===== config.mk =====
export PLATFORM = sky130hd
export DESIGN_NAME = msg_block_fetch
export DESIGN_NICKNAME = d
export VERILOG_FILES = /design/src/rtl/msg_block_fetch.sv
export SDC_FILE = /design/constraint.sdc
export NUM_CORES = 1
export LEC_CHECK = 0
export ABC_AREA = 0
export CORE_AREA = 4 4 310 312
export DETAILED_ROUTE_END_ITERATION = 8
export DIE_AREA = 0 0 314 316
export HOLD_SLACK_MARGIN = 0.15
export PLACE_DENSITY = 0.53
export SYNTH_ARGS = -nofsm -noshare
export SYNTH_HDL_FRONTEND = slang
export SYNTH_SLANG_ARGS = --single-unit

===== constraint.sdc =====
create_clock -name clk -period 5.8 [get_ports clk]
set_input_delay 1.16 -clock clk [delete_from_list [all_inputs] [get_ports clk]]
set_output_delay 1.16 -clock clk [all_outputs]
set_load 0.01 [all_outputs]

===== src/rtl/msg_block_fetch.sv =====
// msg_block_fetch: pairs 256-bit ROM reads into 512-bit SHA-256 blocks behind a valid/ready handshake (optional MSG_FETCH_BSWAP_EN byte-reverses each 32-bit word)
module msg_block_fetch #(
  parameter int MEM_ADDR_WIDTH = 7,
  parameter int CNT_WIDTH      = 8
) (
  input  logic                      clk,
  input  logic                      rstn,
  input  logic                      start,
  input  logic                      abort,
  input  logic [MEM_ADDR_WIDTH-1:0] start_addr,
  input  logic [CNT_WIDTH-1:0]      num_blocks,
  output logic                      mem_ren,
  output logic [MEM_ADDR_WIDTH-1:0] mem_raddr,
  input  logic [255:0]              mem_dout,
  output logic                      blk_valid,
  input  logic                      blk_ready,
  output logic [511:0]              blk_data,
  output logic                      blk_last,
  output logic [CNT_WIDTH-1:0]      blk_idx,
  output logic                      busy,
  output logic                      done
);
  typedef enum logic [2:0] {IDLE, RD_HI, RD_LO, CAP_LO, OUT, FIN} state_t;
  state_t                    r_state;
  logic [MEM_ADDR_WIDTH-1:0] r_ptr;
  logic [CNT_WIDTH-1:0]      r_rem;
  logic                      r_mem_ren;
  logic [MEM_ADDR_WIDTH-1:0] r_mem_raddr;
  logic                      r_blk_valid;
  logic [511:0]              r_blk_data;
  logic                      r_blk_last;
  logic [CNT_WIDTH-1:0]      r_blk_idx;
  logic                      r_busy;
  logic                      r_done;
  logic [255:0]              w_word;
  logic                      w_hs;
  assign w_hs      = r_blk_valid & blk_ready;
  assign mem_ren   = r_mem_ren;
  assign mem_raddr = r_mem_raddr;
  assign blk_valid = r_blk_valid;
  assign blk_data  = r_blk_data;
  assign blk_last  = r_blk_last;
  assign blk_idx   = r_blk_idx;
  assign busy      = r_busy;
  assign done      = r_done;
  // ROM word as it is stored into the block (optionally byte-reversed per 32-bit word)
  always_comb begin
    w_word = mem_dout;
`ifdef MSG_FETCH_BSWAP_EN
    for (int i = 0; i < 8; i++)
      w_word[32*i +: 32] = {mem_dout[32*i +: 8], mem_dout[32*i+8 +: 8], mem_dout[32*i+16 +: 8], mem_dout[32*i+24 +: 8]};
`else
`endif
  end
  // Fetch sequencer; r_ptr always holds the next address to issue and mem_raddr is zeroed whenever no read is issued
  always_ff @(posedge clk) begin
    if (!rstn) begin
      r_state     <= IDLE;
      r_ptr       <= '0;
      r_rem       <= '0;
      r_mem_ren   <= 1'b0;
      r_mem_raddr <= '0;
      r_blk_valid <= 1'b0;
      r_blk_data  <= '0;
      r_blk_last  <= 1'b0;
      r_blk_idx   <= '0;
      r_busy      <= 1'b0;
      r_done      <= 1'b0;
    end else if (abort) begin
      r_state     <= IDLE;
      r_mem_ren   <= 1'b0;
      r_mem_raddr <= '0;
      r_blk_valid <= 1'b0;
      r_blk_last  <= 1'b0;
      r_busy      <= 1'b0;
      r_done      <= 1'b0;
      if (w_hs && !r_blk_last) begin
        r_rem     <= r_rem - 1'b1;
        r_blk_idx <= r_blk_idx + 1'b1;
      end
    end else begin
      case (r_state)
        IDLE: if (start) begin
          r_busy    <= 1'b1;
          r_blk_idx <= '0;
          r_rem     <= num_blocks;
          if (num_blocks == '0) begin
            r_state <= FIN;
            r_done  <= 1'b1;
          end else begin
            r_state     <= RD_HI;
            r_mem_ren   <= 1'b1;
            r_mem_raddr <= start_addr;
            r_ptr       <= start_addr + 1'b1;
          end
        end
        RD_HI: begin
          r_mem_raddr <= r_ptr;
          r_ptr       <= r_ptr + 1'b1;
          r_state     <= RD_LO;
        end
        RD_LO: begin
          r_blk_data[511:256] <= w_word;
          r_mem_ren           <= 1'b0;
          r_mem_raddr         <= '0;
          r_state             <= CAP_LO;
        end
        CAP_LO: begin
          r_blk_data[255:0] <= w_word;
          r_blk_valid       <= 1'b1;
          r_blk_last        <= (r_rem == CNT_WIDTH'(1));
          r_state           <= OUT;
        end
        OUT: if (w_hs) begin
          r_blk_valid <= 1'b0;
          r_blk_last  <= 1'b0;
          if (r_blk_last) begin
            r_state <= FIN;
            r_done  <= 1'b1;
          end else begin
            r_rem       <= r_rem - 1'b1;
            r_blk_idx   <= r_blk_idx + 1'b1;
            r_mem_ren   <= 1'b1;
            r_mem_raddr <= r_ptr;
            r_ptr       <= r_ptr + 1'b1;
            r_state     <= RD_HI;
          end
        end
        FIN: begin
          r_done  <= 1'b0;
          r_busy  <= 1'b0;
          r_state <= IDLE;
        end
        default: r_state <= IDLE;
      endcase
    end
  end
endmodule

==> results of run 1 <==
==> final cells by class <==
type	count	area, um2
fillers	9927	61800
flip-flops and latches	550	11000
repair buffers	845	8550
multi-input cells	1766	7840
clock buffers	102	2030
well taps	1254	1570
clock inverters	16	130
inverters	13	56.3
diodes	4	10.0
==> metal layers <==
layer  up-vias  global-route usage, %
met1      9086                   18.9
li1       9624                      -
met4         0                   5.28
met5         -                      0
met2       628                   26.9
met3        97                   5.54
==> registers in the layout (all words and copies together) (netlist names) <==
| name | cells |
|---|---|
| blk_valid | 1 |
| r_ptr | 7 |
| r_rem | 8 |
| mem_raddr | 7 |
| blk_data | 512 |
| r_state | 3 |
| busy | 1 |
| blk_last | 1 |
| blk_idx | 8 |
| done | 1 |
| mem_ren | 1 |
==> where the power goes <==
group / switching (mW) / total, mW / internal, mW
combinational: 0.248 / 0.512 / 0.263
clock: 1.71 / 4.13 / 2.42
sequential: 0.0228 / 3.83 / 3.81
total: 1.98 / 8.47 / 6.50
==> worst register-to-register path, stage by stage, from the launching register on <==
cell	delay, ns
dfxtp_1	0.74
xnor2_1	0.25
or2_1	0.58
mux2_2	0.30
ha_1	0.27
nand3_1	0.13
or2_2	0.33
nor3_2	0.11
a21oi_1	0.06
o32ai_1	0.23
==> synth_stat cells, types with 5 or more instances <==
cell / number
nand4_1: 5
nor2_1: 24
dfxtp_1: 550
buf_2: 114
a21oi_1: 544
o21ai_0: 17
inv_1: 11
nor3_1: 9
a211oi_1: 8
clkbuf_1: 67
xnor2_1: 9
nand3_1: 16
nand2b_1: 9
nand2_1: 1058
==> worst max path at each step <==
stage / startpoint / endpoint / slack [ns]
floorplan: num_blocks[2] / r_ptr[5]$_SDFFE_PN0P_ / 3.37
global placement: rstn / blk_data[319]$_SDFFE_PN0P_ / 2.27
detailed placement: rstn / blk_data[336]$_SDFFE_PN0P_ / 2.22
CTS: r_state[0]$_SDFFE_PP0P_ / r_ptr[6]$_SDFFE_PN0P_ / 2.70
global route: r_state[0]$_SDFFE_PP0P_ / r_ptr[6]$_SDFFE_PN0P_ / 2.49
finish: r_state[0]$_SDFFE_PP0P_ / r_ptr[6]$_SDFFE_PN0P_ / 2.71
==> metrics by stage <==
stage	worst slack [ns]	hold WS [ns]	utilization, %
after floorplan	3.37	0.447	-
after global placement	2.27	0.440	31.2
after detailed placement	2.22	0.445	31.2
after CTS	2.70	0.453	33.5
after global routing	2.49	0.464	33.5
final	2.71	0.450	33.5
==> kinds of logic (layout without fill, tap and decap cells) <==
kind of cell / count (synthesis) / after routing / share of synthesized area (%)
other: 0 / 4 / 0
multiplexers: 6 / 6 / 0.354
adder cells (fa/ha/maj): 4 / 4 / 0.253
AND/OR/NAND/NOR: 1148 / 1148 / 22.7
flip-flops: 550 / 550 / 55.7
buffers and inverters: 200 / 976 / 4.71
AO/OA/AOI/OAI: 597 / 597 / 15.8
XOR/XNOR: 11 / 11 / 0.488
==> layout by cell type (no fill, tap or decap), drive strengths merged, types with 3 or more instances in the layout <==
cell type      netlist  routed
xnor2                9       9
nor2b                4       4
inv                 13      15
nor3                10      10
nand4                5       5
clkinv               0      12
o21a                 4       4
o21ai               18      18
buf                120      38
nand2b               9       9
nand2             1058    1058
ha                   4       4
or2                  5       5
clkbuf              67     102
nor2                25      25
clkdlybuf4s50        0     807
mux2                 5       5
a21oi              544     544
nor4                 3       3
and3                 3       3
nand3               18      18
a211oi               9       9
a31oi                4       4
diode                0       4
dfxtp              550     550
==> run metrics, run 1 <==
worst reg-to-reg path cell count=9; cts hold-fix bufs=0; Hold Vio Cnt, Final=0; CP required=around 6.3 ns; Peak Freq=324 MHz; fin crit share=53.2%; Overall Power=between 8 and 9 mW; Pwr per Cell Area=272 mW/mm2; fin nets=3523; setup TNS=0 ns; Clock Latency Late Sink=~0.61 ns; wire length on met3=between 7000 and 8000 um; Slowest cell on crit path=dfxtp_1; post-route cell area=just over 0.03 mm2; Root Buffer=clkbuf_16; Least-Margin Pin Slew=1.15 ns; asr flop ratio synth=0%; CTS resizes=0; Leakage=just over 10 nW; Core Footprint=approximately 0.093 mm2; Syn Inst Count=around 2500; Clock Skew=~0.021 ns; chip width=314 um; max_slew headroom=roughly a quarter; 1st-iter DRT viols=1298; Critical Path End Type=flip-flop; worst hold stages=2; outcome=finished, final reports clean; critical-path maximum fanout=17; vias per inst=between 4 and 5; CP Launch Type=flip-flop; die area=about 0.1 mm2; post-synth cell types=57; number of synthesized flops with an enable pin=0; Top Metal Used=met4; CTS sink count=550; crit path buf inv count=0; Overall Global Routing Usage=between 10% and 20%; Post-DP HPWL=around 60000 um; ranking of synthesized cells by area=dfxtp_1 56%, nand2_1 20%, a21oi_1 14%; DR vias=between 15000 and 20000; synthesized cell area=between 0.015 and 0.02 mm2; post-route ant nets=0; CP Depth=9; final setup violation count=0; Non-Filler Instances=around 4600; Min-Delay Path Class=flip-flop to flip-flop; post-detailed-routing wire length=83600 um; largest area contributor in the netlist=dfxtp_1; Site Rows=between 100 and 150; maximum capacitance violations=0; IO Pins=roughly 810; Setup Fix Bufs, Post-CTS=0; DRC viols=0; total CTS buffers=67; max incr delay on CP=around 0.74 ns; H-tree depth=3; clock buffer depth=3; Reg clk slew, reported paths=~0.060 ns; Inst Count DP=4428; HP Start=blk_data[358]$_SDFFE_PN0P_; WL met1=34000 um; Layout area overhead=57.9%; Synth top area share=a little under three fifths; cells along the critical path=xnor2_1 -> or2_1 -> mux2_2 -> ha_1 -> nand3_1 -> or2_2 -> nor3_2 -> a21oi_1 -> o32ai_1; Endpoint, Worst Hold=blk_data[358]$_SDFFE_PN0P_; Seq/Total Area, Yosys=between 50% and 60%; Starting Density=a little over a fifth; WL met2=40400 um; Yosys warnings=0; unrepaired setup endpoints after global routing=false; reg2reg setup slack=around 2.7 ns; gpl congestion=~0.84; Synth Net Count=about 2800; reg2reg start=r_state[0]$_SDFFE_PP0P_; CP Data Arrival Time=approximately 3.6 ns; gate family responsible for the most delay along the worst path=simple AND/OR/NAND/NOR gates; buffers added on ports=a little over 800; Max IR drop VDD=~0.19 mV; share of cells above drive strength 1=between 5 and 6%; Tmin final=between 3 and 4 ns; first-pass GRT wire length=between 100000 and 150000 um; drt wl/cell=18.4 um; Synth Area per Inst=between 7 and 8 um2; Worst R2R End=r_ptr[6]$_SDFFE_PN0P_; Placed Area=0.0290 mm2; drt pass-1 iters=5; DIE HEIGHT=316 um; Most used DFF post-synth=dfxtp_1; Setup CP Type=flip-flop to flip-flop; Pins Over Slew Limit=0; TritonCTS clock tree=done; initial antenna violation count=6; gr ovfl total=0; number of global-route vias before repair=roughly 19000; Yosys reg bits=550; largest net degree at the start of global routing=132
Power figures use the tool's default switching activity.
==> inputs of run 2 (changes only) <==
--- a/config.mk
+++ b/config.mk
@@ -6,9 +6,9 @@
 export NUM_CORES = 1
 export LEC_CHECK = 0
 export ABC_AREA = 0
-export CORE_AREA = 4 4 310 312
+export CORE_AREA = 4 4 311 313
 export DETAILED_ROUTE_END_ITERATION = 8
-export DIE_AREA = 0 0 314 316
+export DIE_AREA = 0 0 315 317
 export HOLD_SLACK_MARGIN = 0.15
 export PLACE_DENSITY = 0.53
 export SYNTH_ARGS = -nofsm -noshare
==> constraint.sdc (replaced) <==
create_clock -name clk -period 3.1 [get_ports clk]
set_input_delay 0.62 -clock clk [delete_from_list [all_inputs] [get_ports clk]]
set_output_delay 0.62 -clock clk [all_outputs]
set_load 0.01 [all_outputs]
==> run 2 against run 1 <==
Against the previous run: first-iteration DRC count fell by 3.1%; critical path type is now flip-flop to output port; clock skew fell by 0.0011 ns; hold slack barely moved; highest routed layer unchanged; worst setup slack got worse by 2.0 ns; via count rose by 0.60%; combinational power rose by 93%; largest cell class unchanged.
==> run metrics, run 2 (synthesized netlist as in run 1, its figures left out) <==
outcome=finished, final reports clean; reg2reg start=r_state[2]$_SDFFE_PP0P_; maximum capacitance violations=0 (unchanged); DIE HEIGHT=317 um (+0.32%); fillers=10056 (+1.3%); Endpoint, Worst Hold=blk_data[151]$_SDFFE_PN0P_; Hold WS=0.450 ns (-0.000121 ns); register area=0.0110 mm2 (unchanged); number of global-route vias before repair=18786 (-0.14%); Core Footprint=0.0943 mm2 (+1.3%); CP required=2.48 ns (-3.84 ns); CTS resizes=0 (unchanged); most frequent cells in the layout=1058 x nand2_1, 807 x clkdlybuf4s50_1, 550 x dfxtp_1; H-tree depth=3 (unchanged); fin nets=3550 (+0.77%); setup TNS=0 ns (unchanged); crit path buf inv count=1 (+1); Worst R2R End=r_ptr[6]$_SDFFE_PN0P_; Site Rows=113 (+0.89%); CP Data Arrival Time=1.72 ns (-1.88 ns); Leakage=10.4 nW (+2.3%); Overall Global Routing Usage=15.6% (-0.35 points); commonest non-fill, non-tap cell in the layout=nand2_1; max_slew headroom=32.8% (+9.2 points); Hold Vio Cnt, Final=0 (unchanged); TritonCTS clock tree=done; max incr delay on CP=0.71 ns (-0.03 ns); Pins Over Slew Limit=0 (unchanged); DRC viols=0 (unchanged); Max IR drop VDD=0.394 mV (+110%); die area=0.0999 mm2 (+0.64%); worst setup margin=0.755 ns (-1.96 ns); fin crit share=roughly 76%; gate family responsible for the most delay along the worst path=buffers and inverters; final core area utilization=33.6% (+0.061 points); Starting Density=21.0% (-0.28 points); max reg flops=512 (unchanged); buffers added on ports=807 (unchanged); Overall Power=16.1 mW (+90%); Least-Margin Pin Slew=1.01 ns (-0.138 ns); IO Pins=808 (unchanged); Post-DP HPWL=60100 um (+0.63%); 1st-iter DRT viols=1258 (-3.1%); Root Buffer=clkbuf_16; final setup violation count=0 (unchanged); gr ovfl total=0 (unchanged); worst hold stages=2 (unchanged); largest net degree at the start of global routing=144 (+9.1%); Clock Latency Late Sink=0.61 ns (about the same); post-route ant nets=0 (unchanged); cells along the critical path=clkdlybuf4s50_1; Tmin final=around 2.3 ns; cts hold-fix bufs=0 (unchanged); DR vias=19551 (+0.60%); Pwr per Cell Area=509 mW/mm2 (+88%); unrepaired setup endpoints after global routing=false; reg2reg setup slack=0.86 ns (-1.85 ns); CTS sink count=550 (unchanged); Slowest cell on crit path=clkdlybuf4s50_1; Critical Path End Type=output port; Peak Freq=between 400 and 500 MHz; CP Launch Type=flip-flop; Reg clk slew, reported paths=0.06 ns (about the same); chip width=315 um (+0.32%); area of the multi-input gates=0.00784 mm2 (unchanged); initial antenna violation count=5 (-1); share of cells above drive strength 1=5.91% (+0.86 points); pre-CTS setup slack=0.314 ns (-1.90 ns); vias per inst=4.26 (-0.32%); Layout area overhead=60.3%; drt pass-1 iters=7 (+2); Setup CP Type=flip-flop to output port; post-detailed-routing wire length=82700 um (-1.1%); critical-path maximum fanout=2 (-15); worst reg-to-reg path cell count=9 (unchanged); Clock Skew=0.0201 ns (-0.00107 ns); Setup Fix Bufs, Post-CTS=0 (unchanged); drt wl/cell=18.0 um (-2.0%); Min-Delay Path Class=flip-flop to flip-flop; first-pass GRT wire length=120000 um (-1.6%); total CTS buffers=68 (+1.5%); gpl congestion=0.816 (-2.9%); HP Start=blk_data[151]$_SDFFE_PN0P_; clock buffer depth=3 (unchanged)
run 2: cell types whose count changed in the layout (fill, tap and decap cells not counted), moves of 3 or more:
cell and delta:
buf_12 +14, buf_4 +12, diode_2 +5, clkbuf_1 -4, clkbuf_8 -4, inv_6 +4
bufinv_16 +3
run 2: area by class of cell:
| class | instances | share of cell area [%] |
|---|---|---|
| Tap cell | 1265 | 5.00 |
| Antenna cell | 9 | 0.0711 |
| Inverter | 13 | 0.178 |
| Clock inverter | 22 | 0.731 |
| Multi-Input combinational cell | 1766 | 24.8 |
| Sequential cell | 550 | 34.8 |
| Clock buffer | 96 | 6.35 |
| Timing Repair Buffer | 871 | 28.2 |
run 2: worst max-delay path by stage:
| stage | start | slack (ns) | depth (start not counted) | end |
|---|---|---|---|---|
| after detailed placement | abort | 0.31 | 5 | r_rem[3]$_SDFFE_PN0P_ |
| after floorplan | r_state[0]$_SDFFE_PP0P_ | 0.83 | 12 | r_ptr[6]$_SDFFE_PN0P_ |
| after global placement | abort | 0.38 | 5 | r_rem[3]$_SDFFE_PN0P_ |
| after global routing | blk_data[468]$_SDFFE_PN0P_ | 0.62 | 1 | blk_data[468] |
| after CTS | blk_data[468]$_SDFFE_PN0P_ | 0.61 | 1 | blk_data[468] |
| final | blk_data[468]$_SDFFE_PN0P_ | 0.76 | 1 | blk_data[468] |
run 2: power breakdown:
part,total (mW),switching (mW),internal [mW]
sequential,7.17,0.0378,7.13
clock,7.98,3.19,4.79
combinational,0.987,0.473,0.514
run 2: per-layer routing:
metal | GRT usage (%) | vias to the layer above | wire, um
li1 | - | 9701 | -
met3 | 5.79 | 109 | 7300
met5 | 0 | - | 0
met2 | 26.2 | 621 | 40200
met4 | 5.84 | 0 | 2210
met1 | 18.1 | 9120 | 32900
run 2: metrics by stage:
stage	area, um2	std cells
2_1_floorplan	19800	2516
3_3_place_gp	29400	4465
3_5_place_dp	29400	4465
4_1_cts	31700	4583
5_1_grt	31700	4588
6_report	31700	4592
==> inputs of run 3 (changes only) <==
==> constraint.sdc (replaced) <==
create_clock -name clk -period 2.3 [get_ports clk]
set_input_delay 0.46 -clock clk [delete_from_list [all_inputs] [get_ports clk]]
set_output_delay 0.46 -clock clk [all_outputs]
set_load 0.01 [all_outputs]
==> run 3 against run 2 <==
Against the previous run: sequential share of layout area down 0.64 points; total power increased by 33%; core utilization grew 0.64 points; largest power group unchanged.
==> run metrics, run 3 (synthesized netlist as in run 1, its figures left out) <==
CP Launch Type=flip-flop; Layout area overhead=63.3%; CP Data Arrival Time=1.70 ns (-0.02 ns); Min-Delay Path Class=input port to flip-flop; max reg flops=512 (unchanged); TritonCTS clock tree=done; Pwr per Cell Area=665 mW/mm2 (+31%); CTS sink count=550 (unchanged); max incr delay on CP=0.63 ns (-0.08 ns); Tmin final=2.16 ns; Site Rows=113 (unchanged); worst setup margin=0.136 ns (-0.619 ns); most frequent cells in the layout=1058 x nand2_1, 807 x clkdlybuf4s50_1, 548 x dfxtp_1; drt wl/cell=18.0 um (+0.14%); HP Start=mem_dout[67]; pre-CTS setup slack=0.0483 ns (-0.265 ns); post-detailed-routing wire length=84000 um (+1.6%); initial antenna violation count=7 (+2); drt pass-1 iters=5 (-2); Clock Latency Late Sink=0.61 ns (about the same); reg2reg start=r_state[2]$_SDFFE_PP0P_; commonest non-fill, non-tap cell in the layout=nand2_1; Overall Power=21.5 mW (+33%); Overall Global Routing Usage=15.8% (+0.27 points); Starting Density=21.0% (unchanged); fin nets=3611 (+1.7%); worst reg-to-reg path cell count=9 (unchanged); first-pass GRT wire length=122000 um (+1.5%); crit path buf inv count=1 (unchanged); Switch Pwr=4.98 mW (+34%); vias per inst=4.25 (-0.23%); CP required=1.84 ns (-0.64 ns); Leakage=10.7 nW (+3.2%); CP Depth=1 (unchanged); cells along the critical path=clkdlybuf4s50_1; internal power=16.5 mW (+33%); Post-DP HPWL=62600 um (+4.3%); setup TNS=0 ns (unchanged); Pins Over Slew Limit=0 (unchanged); Clock Power Share=48.5% (-1.0 points); DRC viols=0 (unchanged); Critical Path End Type=output port; Least-Margin Pin Slew=0.652 ns (-0.355 ns); Sw Share=23.2% (+0.23 points); part of the power in combinational logic=6.5% (+0.4 points); gr ovfl total=0 (unchanged); share of cells above drive strength 1=7.66% (+1.7 points); unrepaired setup endpoints after global routing=false; gate family responsible for the most delay along the worst path=buffers and inverters; max_slew headroom=56.5% (+24 points); largest net degree at the start of global routing=60 (-58%); Hold Vio Cnt, Final=0 (unchanged); fin crit share=between 90 and 100%; Core Footprint=0.0943 mm2 (unchanged); IO Pins=808 (unchanged); total CTS buffers=66 (-2.9%); Crit. Startpoint=blk_data[196]$_SDFFE_PN0P_; final setup violation count=0 (unchanged); critical-path maximum fanout=2 (unchanged); DR vias=19783 (+1.2%); gpl congestion=0.820 (+0.47%); number of global-route vias before repair=19128 (+1.8%); Peak Freq=about 460 MHz; DIE HEIGHT=317 um (unchanged); cts hold-fix bufs=0 (unchanged); H-tree depth=3 (unchanged); Max IR drop VDD=0.434 mV (+10%); 1st-iter DRT viols=1216 (-3.3%); Clock Skew=0.0148 ns (-0.00534 ns); maximum capacitance violations=0 (unchanged); Slowest cell on crit path=clkdlybuf4s50_1; chip width=315 um (unchanged); die area=0.0999 mm2 (unchanged); Root Buffer=clkbuf_16; Setup CP Type=flip-flop to output port; clock buffer depth=3 (unchanged); worst hold stages=3 (+1); Reg clk slew, reported paths=0.06 ns (about the same); outcome=finished, final reports clean; buffers added on ports=807 (unchanged); post-route ant nets=0 (unchanged); Flop pwr share=45.0% (+0.6 points)
[run 3: path summary, 6_finish.rpt]
path | slack [ns] | endpoint
worst min register to register | 0.45 | blk_data[487]$_SDFFE_PN0P_
worst max-delay path | 0.14 | blk_data[196]
worst min-delay path | 0.43 | blk_data[67]$_SDFFE_PN0P_
worst max register to register | 0.24 | r_ptr[6]$_SDFFE_PN0P_
[run 3: repair_timing]
action | CTS | global route
buffers inserted | 0 | 0
endpoints found under the setup margin | 2 | 0
gates resized for setup | 2 | 0
[run 3: worst register-to-register path, delay by kind of cell (launching register included)]
family	cells	cell delay, ns
simple gates	4	0.80
xor+xnor	1	0.14
flops	1	0.32
compound gates	2	0.27
fa+ha+maj	1	0.19
mux	1	0.26
[run 3: area by class of cell]
cell class,instances,area [um2]
diodes,9,22.5
clock inverters,25,213
flip-flops and latches,550,11000
fillers,9988,62000
multi-input cells,1766,7840
inverters,13,56.3
repair buffers,934,9610
clock buffers,95,1950
well taps,1265,1580
[run 3: metrics by stage]
step | cells | utilization (%) | instance area, um2 | hold slack, ns
after global placement | 4528 | 31.9 | 30100 | 0.438
after CTS | 4648 | 34.2 | 32300 | 0.341
final | 4657 | 34.2 | 32300 | 0.432
after detailed placement | 4528 | 31.9 | 30100 | 0.442
after floorplan | 2516 | - | 19800 | 0.447
after global routing | 4654 | 34.2 | 32300 | 0.389
[run 3: metal layers]
layer  up-vias  share of wire [%]  GRT usage (%)  wire length (um)
met1      9222                 40           18.3             33400
li1       9820                  -              -                 -
met5         -              0.014              0                12
met4         2                3.3           6.71              2770
met2       617                 48           26.7             40600
met3       122                8.4           5.40              7080
[run 3: power groups by stage]
stage / logic (mW) / clock network, mW / registers (mW)
final: 1.39 / 10.4 / 9.66
after detailed placement: 1.40 / 0 / 9.87
after floorplan: 0.408 / 0 / 9.88
after CTS: 1.40 / 10.8 / 9.66
after global placement: 1.40 / 0 / 9.87
after global routing: 1.50 / 11.1 / 9.66
==> RTL edit (settings of run 2) <==
`CNT_WIDTH`: 8 -> 6.
--- a/src/rtl/msg_block_fetch.sv
+++ b/src/rtl/msg_block_fetch.sv
@@ -3,3 +3,3 @@
   parameter int MEM_ADDR_WIDTH = 7,
-  parameter int CNT_WIDTH      = 8
+  parameter int CNT_WIDTH      = 6
 ) (
Ports: changed (resized blk_idx and num_blocks); port bits go from 808 to 804. The function was not compared with the original's and may differ.
==> RTL edit against run 2 <==
  * Power is 2.8% lower
  * Maximum frequency grew 0.29%
  * Synthesized area fell by 0.68%
  * Sequential cell count fell by 4
  * Hold slack better by 0.79 ps
  * Setup slack improved by 6.8 ps
  * Combinational power increased by 0.6%
  * Largest cell class unchanged
  * Critical endpoint is now blk_data[265]
  * Routed wire length up 3.6%
  * Sequential share of layout area down 0.11 points
  * Register-to-register slack got worse by 40 ps
  * Cell area decreased by 0.42%
  * Largest power group unchanged
==> RTL edit: results (changes against run 2) <==
* Post-synth top cells: nand2_1 (1061), dfxtp_1 (546), a21oi_1 (540)
* P_leak at 10.3 nW (-0.49%)
* Syn_nets at 2795 (-0.036%)
* Final #Nets at 3543 (-0.20%)
* Initial drt markers at 1107 (-12%)
* Post-layout instance count excluding filler cells at 4590 (-0.044%)
* Crit path from: blk_data[265]
* Share of cells above drive strength 1 at 0.0570 (-0.00202)
* VDD IR-drop max at 0.000388 V (-1.6%)
* Global route overflow at 0 (unchanged)
* Count of cell types in the netlist at 58 (+1.8%)
* Wl on met1 at 35400 um (+7.5%)
* 1st-pass router iterations at 5 (-2)
* Status: completed
* Max-slew headroom at 0.567 (+0.239)
* Worst slack, placed at 431 ps (+117 ps)
* First-pass GRT wire length at 123000 um (+3.1%)
* Mux cell area share after synthesis at 0.00523 (+0.00168)
* Worst-path cell with the longest stage delay: clkdlybuf4s50_1
* Complex-gate fraction of the synthesized area at 0.164 (+0.00567)
* Met3 WL post-DR at 8180 um (+12%)
* Dpl cells at 4467 (+0.045%)
* Met2 routed WL at 39700 um (-1.4%)
* Synth area leaders: dfxtp_1 (56%), nand2_1 (20%), a21oi_1 (14%)
* GRT Util Overall at 0.161 (+0.00516)
* Max stage delay on crit path at 650 ps (-60 ps)
* Synth Warn # at 0 (unchanged)
* R2R cell count at 10 (+1)
* Post-synthesis sequential area ratio at 0.557 (about the same)
* CTS Buffer Depth at 3 (unchanged)
* Wire per inst at 18.7 um (+3.6%)
* Final Skew at 18.9 ps (-1.25 ps)
* Post-Synth XOR/XNOR Area at 0.00357 (-0.00131)
* Top sig layer: met5
* Synth Area in Adders at 0.00255 (+0.0000173)
* Insertion delay to the later sink of the worst-skew pair at 650 ps (+40 ps)
* Hold path start: blk_data[412]
* TritonCTS Buffers at 61 (-10%)
* Placer Congestion at 0.819 (+0.37%)
* Vias in the first global route at 18902 (+0.62%)
* Largest net degree at the start of global routing at 113 (-22%)
* HPWL after detailed placement at 63400 um (+5.5%)
* H-tree depth at 2 (-1)
* Via density at 4.26 (about the same)
* Initial antenna violation count at 20 (+15)
* Syn avg cell area at 7.80 um^2 (-0.72%)
* DP Area at 29400 um^2 (about the same)
* Top FF cell, synth: dfxtp_1
* I/O Buffers at 803 (-0.50%)
RTL edit: cell types whose count changed after synthesis, sizes merged, moves of 6 or more:
cell           run 2  this run
clkbuf            67       101
buf              120        87
mux2i              1         8
nand2b             9         2
nand3             18        11
o21ai             18        24
RTL edit: worst paths after layout:
| path | endpoint | slack (ps) |
|---|---|---|
| max reg2reg | r_ptr[6] | 820 |
| min | blk_data[412] | 450 |
| min reg2reg | blk_data[412] | 450 |
| max | blk_data[265] | 760 |
RTL edit: area by class of cell:
| type | instances | area [um^2] |
|---|---|---|
| Antenna cell | 12 | 30.0 |
| Clock inverter | 18 | 273 |
| Multi-Input combinational cell | 1771 | 7870 |
| Fill cell | 9963 | 62800 |
| Clock buffer | 93 | 1820 |
| Inverter | 12 | 52.6 |
| Sequential cell | 546 | 10900 |
| Timing Repair Buffer | 873 | 8990 |
| Tap cell | 1265 | 1580 |
RTL edit: per-layer routing:
metal,global-route usage,up-vias
met5,0,-
li1,-,9719
met4,0.0531,4
met1,0.196,9028
met2,0.260,672
met3,0.0632,125
RTL edit: cells by family (layout without fill, tap and decap cells):
group | after synthesis | count (layout)
AO/OA/AOI/OAI | 610 | 610
XOR/XNOR | 8 | 8
adder cells (fa/ha/maj) | 4 | 4
buffers and inverters | 200 | 996
flip-flops | 546 | 546
multiplexers | 10 | 10
other | 0 | 12
AND/OR/NAND/NOR | 1139 | 1139
RTL edit: power by group:
group | switching [W] | internal, W
Clock | 0.00312 | 0.00446
Combinational | 0.000478 | 0.000515
Sequential | 0.0000385 | 0.00707
